$ cat config.mk
export PLATFORM = sky130hd
export DESIGN_NAME = pool_psum_reader
export DESIGN_NICKNAME = d
export VERILOG_FILES = /design/src/rtl/pool_pkg.sv /design/src/rtl/pool_lane.sv /design/src/rtl/pool_psum_reader.sv
export SDC_FILE = /design/constraint.sdc
export NUM_CORES = 2
export LEC_CHECK = 0
export CORE_MARGIN = 2
export CORE_UTILIZATION = 35
export CTS_BUF_LIST = sky130_fd_sc_hd__clkbuf_8
export DETAILED_ROUTE_END_ITERATION = 7
export PLACE_DENSITY = 0.63
export REMOVE_ABC_BUFFERS = 1
export SYNTH_ARGS = -nofsm -noshare
export SYNTH_HDL_FRONTEND = slang
export SYNTH_SLANG_ARGS = --single-unit
$ cat constraint.sdc
create_clock -name clk -period 6.15 [get_ports clk]
set_input_delay 0.615 -clock clk [delete_from_list [all_inputs] [get_ports clk]]
set_output_delay 0.615 -clock clk [all_outputs]
set_load 0.02 [all_outputs]
$ cat src/rtl/pool_pkg.sv
// Shared types and helpers for the psum pool reader.
// Optional build macro POOL_RELU_EN (see pool_lane.sv).
package pool_pkg;

    typedef enum logic [1:0] {
        IDLE = 2'd0,
        READ = 2'd1,
        EMIT = 2'd2,
        DONE = 2'd3
    } state_t;

    localparam int POOL_LEN_MAX = 4;
    localparam int SHIFT_W      = 5;

    // Clamp a wide signed value into [lo, hi].
    function automatic longint sat_signed(input longint v, input longint lo, input longint hi);
        if (v > hi) begin
            return hi;
        end
        if (v < lo) begin
            return lo;
        end
        return v;
    endfunction

endpackage

$ cat src/rtl/pool_lane.sv
// One psum lane: max-accumulator, arithmetic shift, optional ReLU, saturation.
// Build macro POOL_RELU_EN: when defined, negative results clamp to zero.
module pool_lane
    import pool_pkg::*;
#(
    parameter int PSUM_WIDTH = 32,
    parameter int ACT_WIDTH  = 8
) (
    input  logic                         clk,
    input  logic                         rst_n,
    input  logic                         load,
    input  logic                         first,
    input  logic                         close,
    input  logic [SHIFT_W-1:0]           shift,
    input  logic signed [PSUM_WIDTH-1:0] data,
    output logic signed [ACT_WIDTH-1:0]  act
);

    localparam longint ACT_HI = (longint'(1) <<< (ACT_WIDTH - 1)) - 1;
`ifdef POOL_RELU_EN
    localparam longint ACT_LO = 0;
`else
    localparam longint ACT_LO = -ACT_HI - 1;
`endif

    logic signed [PSUM_WIDTH-1:0] acc_reg;
    logic signed [PSUM_WIDTH-1:0] acc_next;
    logic signed [PSUM_WIDTH-1:0] shifted;
    logic signed [ACT_WIDTH-1:0]  act_reg;
    logic signed [ACT_WIDTH-1:0]  act_next;

    // Next accumulator value and the requantized result of that value.
    always_comb begin
        acc_next = first ? data : ((data > acc_reg) ? data : acc_reg);
        shifted  = acc_next >>> shift;
        act_next = ACT_WIDTH'(sat_signed(longint'(shifted), ACT_LO, ACT_HI));
    end

    // Accumulate on each transfer; capture the output when the group closes
    // so the pooled value is registered and valid in the following cycle.
    always_ff @(posedge clk) begin
        if (!rst_n) begin
            acc_reg <= '0;
            act_reg <= '0;
        end else if (load) begin
            acc_reg <= acc_next;
            if (close) begin
                act_reg <= act_next;
            end
        end
    end

    assign act = act_reg;

endmodule

$ cat src/rtl/pool_psum_reader.sv
// Pool-port read initiator: walks a GB address range, max-pools groups of
// consecutive words per lane, requantizes and streams results downstream.
// Build macro POOL_RELU_EN enables ReLU clamping in every lane.
module pool_psum_reader
    import pool_pkg::*;
#(
    parameter int NUM_PEB    = 16,
    parameter int PSUM_WIDTH = 32,
    parameter int ADDR_WIDTH = 8,
    parameter int ACT_WIDTH  = 8
) (
    input  logic                          clk,
    input  logic                          rst_n,
    input  logic                          CFGPOOL_val,
    output logic                          POOLCFG_rdy,
    input  logic [ADDR_WIDTH:0]           CFGPOOL_num_addr,
    input  logic [2:0]                    CFGPOOL_pool_len,
    input  logic [4:0]                    CFGPOOL_shift,
    output logic [ADDR_WIDTH-1:0]         POOLGB_addr,
    output logic                          POOLGB_rdy,
    input  logic                          GBPOOL_val,
    input  logic [PSUM_WIDTH*NUM_PEB-1:0] GBPOOL_data,
    output logic                          POOLGB_fnh,
    output logic                          POOLOUT_val,
    input  logic                          OUTPOOL_rdy,
    output logic [ACT_WIDTH*NUM_PEB-1:0]  POOLOUT_data
);

    localparam logic [ADDR_WIDTH:0] ADDR_ONE = 1;
    localparam logic [2:0]          LEN_MAX  = 3'(POOL_LEN_MAX);

    state_t                 state_reg;
    state_t                 state_next;
    logic [ADDR_WIDTH:0]    num_addr_reg;
    logic [2:0]             pool_len_reg;
    logic [SHIFT_W-1:0]     shift_reg;
    logic [ADDR_WIDTH:0]    addr_reg;
    logic [2:0]             grp_reg;
    logic [2:0]             pool_len_cfg;
    logic                   cfg_fire;
    logic                   xfer;
    logic                   first;
    logic                   close;
    logic                   more;

    assign pool_len_cfg = (CFGPOOL_pool_len == 3'd0) ? 3'd1 :
                          (CFGPOOL_pool_len > LEN_MAX) ? LEN_MAX : CFGPOOL_pool_len;
    assign cfg_fire     = (state_reg == IDLE) && CFGPOOL_val;
    assign xfer         = (state_reg == READ) && GBPOOL_val;
    assign first        = (grp_reg == 3'd0);
    // Group closes on reaching pool_len or on the last address of the patch.
    assign close        = xfer && (((grp_reg + 3'd1) == pool_len_reg) ||
                                   ((addr_reg + ADDR_ONE) == num_addr_reg));
    assign more         = (addr_reg != num_addr_reg);
    assign POOLGB_addr  = addr_reg[ADDR_WIDTH-1:0];

    // State register.
    always_ff @(posedge clk) begin
        if (!rst_n) begin
            state_reg <= IDLE;
        end else begin
            state_reg <= state_next;
        end
    end

    // Next-state decode and handshake outputs.
    always_comb begin
        state_next  = state_reg;
        POOLCFG_rdy = 1'b0;
        POOLGB_rdy  = 1'b0;
        POOLOUT_val = 1'b0;
        POOLGB_fnh  = 1'b0;
        case (state_reg)
            IDLE: begin
                POOLCFG_rdy = 1'b1;
                if (CFGPOOL_val) begin
                    state_next = (CFGPOOL_num_addr == '0) ? DONE : READ;
                end
            end
            READ: begin
                POOLGB_rdy = 1'b1;
                if (close) begin
                    state_next = EMIT;
                end
            end
            EMIT: begin
                POOLOUT_val = 1'b1;
                if (OUTPOOL_rdy) begin
                    state_next = more ? READ : DONE;
                end
            end
            DONE: begin
                POOLGB_fnh = 1'b1;
                state_next = IDLE;
            end
            default: state_next = IDLE;
        endcase
    end

    // Configuration latch plus address and group counters.
    always_ff @(posedge clk) begin
        if (!rst_n) begin
            num_addr_reg <= '0;
            pool_len_reg <= 3'd1;
            shift_reg    <= '0;
            addr_reg     <= '0;
            grp_reg      <= '0;
        end else if (cfg_fire) begin
            num_addr_reg <= CFGPOOL_num_addr;
            pool_len_reg <= pool_len_cfg;
            shift_reg    <= CFGPOOL_shift;
            addr_reg     <= '0;
            grp_reg      <= '0;
        end else if (xfer) begin
            addr_reg <= addr_reg + ADDR_ONE;
            grp_reg  <= close ? 3'd0 : grp_reg + 3'd1;
        end
    end

    generate
        for (genvar gi = 0; gi < NUM_PEB; gi++) begin : g_lane
            pool_lane #(
                .PSUM_WIDTH (PSUM_WIDTH),
                .ACT_WIDTH  (ACT_WIDTH)
            ) u_lane (
                .clk   (clk),
                .rst_n (rst_n),
                .load  (xfer),
                .first (first),
                .close (close),
                .shift (shift_reg),
                .data  (GBPOOL_data[gi*PSUM_WIDTH +: PSUM_WIDTH]),
                .act   (POOLOUT_data[gi*ACT_WIDTH +: ACT_WIDTH])
            );
        end
    endgenerate

endmodule
==> run summary <==
Worst Setup SP -> g_lane[5].u_lane.acc_reg[20]
1st-iter DRT viols -> 12,000
Worst reg2reg path endpoint -> g_lane[5].u_lane.act[2]
Final setup vio count -> 0
Normalized max-slew margin -> 0.104
Post-CTS Setup Repair Bufs -> 0
Ys async rst share -> 0
Post-detail-place hpwl -> 314 mm
DRT Wirelength -> 431 mm
Die area -> 227,000 sq um
Tcrit/Tclk final -> 0.944
Initial core utilization -> 0.352
Worst R2R Start -> g_lane[5].u_lane.acc_reg[20]
Cell depth of the worst flop-to-flop path -> 16
Seq cells post-synth -> 671
Boundary Pins -> 674
Area contributors post-synth -> dfxtp_1, mux4_2, nand2_1, ha_1, a21oi_1
Clock skew -> 0.0651 ns
Critical Path End -> g_lane[5].u_lane.act[2]
PwrDens -> 213 nW/um^2
Number of buffers created by CTS -> 147
Max Freq -> 172 MHz
Clock Tree Buf Depth -> 3
Total negative slack -> 0 ns
Crit-path slowest cell -> a211oi_1
Final Hold Viols -> 0
Vias in the first global route -> 88,700
Mapped Cells -> 10,300
CTS tree -> built
CP bufs+invs -> 1
# clock sinks -> 671
Layout cells sized above 1 -> 0.139
Row count -> 173
Worst-Margin Slew -> 1.34 ns
Core area -> 222,000 sq um
Metal3 WL -> 50.2 mm
Total power -> 0.0200 W
Max reg flops -> 512
Antenna viol nets, final -> 0
Final GP Congestion -> 1.01
Critical path class -> register to register
Top cell type's share of synthesized area -> 0.172
Vias per cell -> 6.61
Slowest cell delay on critical path -> 0.83 ns
Max-slew violation count -> 0
Hold-critical path depth -> 3
P_leak -> 34.8 nW
VDD IR max -> 199 uV
Die Y -> 477 microns
Critical Path Stages -> 16
All-Layer GR Usage -> 0.361
Mean post-synth cell area -> 7.56 sq um
Post-synthesis sequential area ratio -> 0.172
Htree depth -> 4
CP max FO -> 14
CP top delay family -> compound AO/OA/AOI/OAI gates
Initial antenna violation count -> 98
Minimum clock period -> 5.80 ns
First-pass GRT wire length -> 620 mm
Routed met1 length -> 170 mm
Crit path cell chain -> inv_1 -> ha_1 -> nand4_1 -> nor4_1 -> a21oi_1 -> a21o_1 -> and3_1 -> o21ai_4 -> mux2_2 -> a211oi_1 -> nor2_1 -> nor3_1 -> nand4_1 -> o41ai_1 -> a32o_1 -> a21oi_1
Status -> finished, final reports clean
Chip Width -> 477 microns
Post-synth EDFFs -> 0
Max layer used -> met5
Startpoint Class -> register
Grt ovf -> 0
# resized after CTS -> 0
Routed met2 length -> 180 mm
TritonRoute pass-1 iters -> 7
Critical Path RT -> 7.01 ns
RSZ-0062 raised after global routing -> false
Clock Root Buffer -> clkbuf_8
Dominant synthesized flop cell -> dfxtp_1
Max-capacitance violation count -> 0
Largest area contributor in the synthesized netlist -> dfxtp_1
Area Growth Syn to Fin -> 20.0%
R2r setup slk -> 0.35 ns
Vias -> 92,800
Ys Warns -> 0
Worst hold path class -> input port to register
Clock slew at reported path FFs -> 0.06 ns
Crit path DAT -> 6.66 ns
Clock Latency Late Sink -> 1.00 ns
Detailed-route DRC error count -> 0
DR WL/cell -> 30.7 microns
Fin nets -> 12,000
Largest net degree at the start of global routing -> 140
CP Capture Type -> register
PortBufs -> 673
Cell area after synthesis -> 78,200 sq um
Cell variety after synth -> 124
-- worst min path at each step --
stage | from | end | slack [ns]
2_1_floorplan | g_lane[10].u_lane.acc_reg[15] | g_lane[10].u_lane.acc_reg[15] | 0.44
3_3_place_gp | g_lane[15].u_lane.acc_reg[3] | g_lane[15].u_lane.acc_reg[3] | 0.44
3_5_place_dp | g_lane[3].u_lane.acc_reg[6] | g_lane[3].u_lane.acc_reg[6] | 0.45
4_1_cts | GBPOOL_data[166] | g_lane[5].u_lane.acc_reg[6] | 0.16
5_1_grt | GBPOOL_data[166] | g_lane[5].u_lane.acc_reg[6] | 0.22
6_report | GBPOOL_data[36] | g_lane[1].u_lane.acc_reg[4] | 0.24
-- synthesized netlist by cell type, drive strengths merged (199+ instances only) --
cell type and instances:
clkbuf 561, a211oi 268, dfxtp 671, mux2i 398, nand2 1831, a21oi 1200, o21ai 449, a22oi 199
mux4 430, nand3 249, ha 515, nor2 511, inv 582, buf 268
-- cells by family after synthesis --
family          share of synthesized area
compound gates                      0.289
simple gates                        0.193
buf+inv                            0.0716
mux                                 0.189
flops                               0.172
fa+ha+maj                          0.0824
xor+xnor                          0.00269
-- worst register-to-register path: stages (launching register included) --
cell	delay, ns
dfxtp_1	0.39
inv_1	0.10
ha_1	0.29
nand4_1	0.13
nor4_1	0.48
a21oi_1	0.22
a21o_1	0.23
and3_1	0.29
o21ai_4	0.44
mux2_2	0.46
a211oi_1	0.83
nor2_1	0.12
nor3_1	0.52
nand4_1	0.20
o41ai_1	0.43
a32o_1	0.42
a21oi_1	0.12
-- through the flow --
stage	instance area [sq um]	utilization	hold WS [ns]	std cells	worst slack (ns)
2_1_floorplan	74800	-	0.436	9504	-33.37
3_3_place_gp	90500	0.408	0.443	13700	-0.359
3_5_place_dp	90500	0.408	0.447	13700	-0.228
4_1_cts	93700	0.422	0.156	14000	0.489
5_1_grt	93700	0.422	0.222	14000	0.0561
6_report	93800	0.422	0.242	14000	0.346
-- cells in the final DEF, fill, tap and decap left out, drive strengths merged, types with 44 or more instances in the layout --
cell,n
mux2i,398
o221ai,58
a221oi,82
nor2,511
clkdlybuf4s50,672
and2,81
mux4,430
diode,50
dfxtp,671
and3,70
o21ai,449
a22oi,199
nand3,249
nand2,1831
buf,584
o211ai,143
mux2,96
nand4,156
a211o,77
clkbuf,184
ha,515
o21a,44
nor4,74
inv,628
o22ai,156
a21oi,1200
a31oi,82
nor3,157
a21o,122
a211oi,268
-- routing by layer --
metal	GRT usage	vias up
met5	0	-
met4	0.223	70
met3	0.106	1368
met2	0.531	6059
met1	0.463	45100
li1	-	40200
-- what timing repair did --
| action | in CTS | in global routing |
|---|---|---|
| endpoints found under the hold margin | 16 | 0 |
| setup endpoints to repair | 0 | 0 |
| hold buffers | 1 | 0 |
-- layout make-up --
type	count	area, sq um
diodes	50	125
repair buffers	1257	11600
fillers	22700	128000
clock inverters	76	586
flip-flops and latches	671	13500
well taps	2975	3720
clock buffers	184	2530
inverters	584	2230
multi-input cells	8249	59500
-- power breakdown --
part	switching, W	leakage (nW)	internal, W	total [W]
clock	0.00256	1.74	0.00300	0.00556
combinational	0.00592	27.6	0.00346	0.00938
sequential	0.000382	5.46	0.00464	0.00502
No activity file was read; power rests on OpenSTA's default activity.
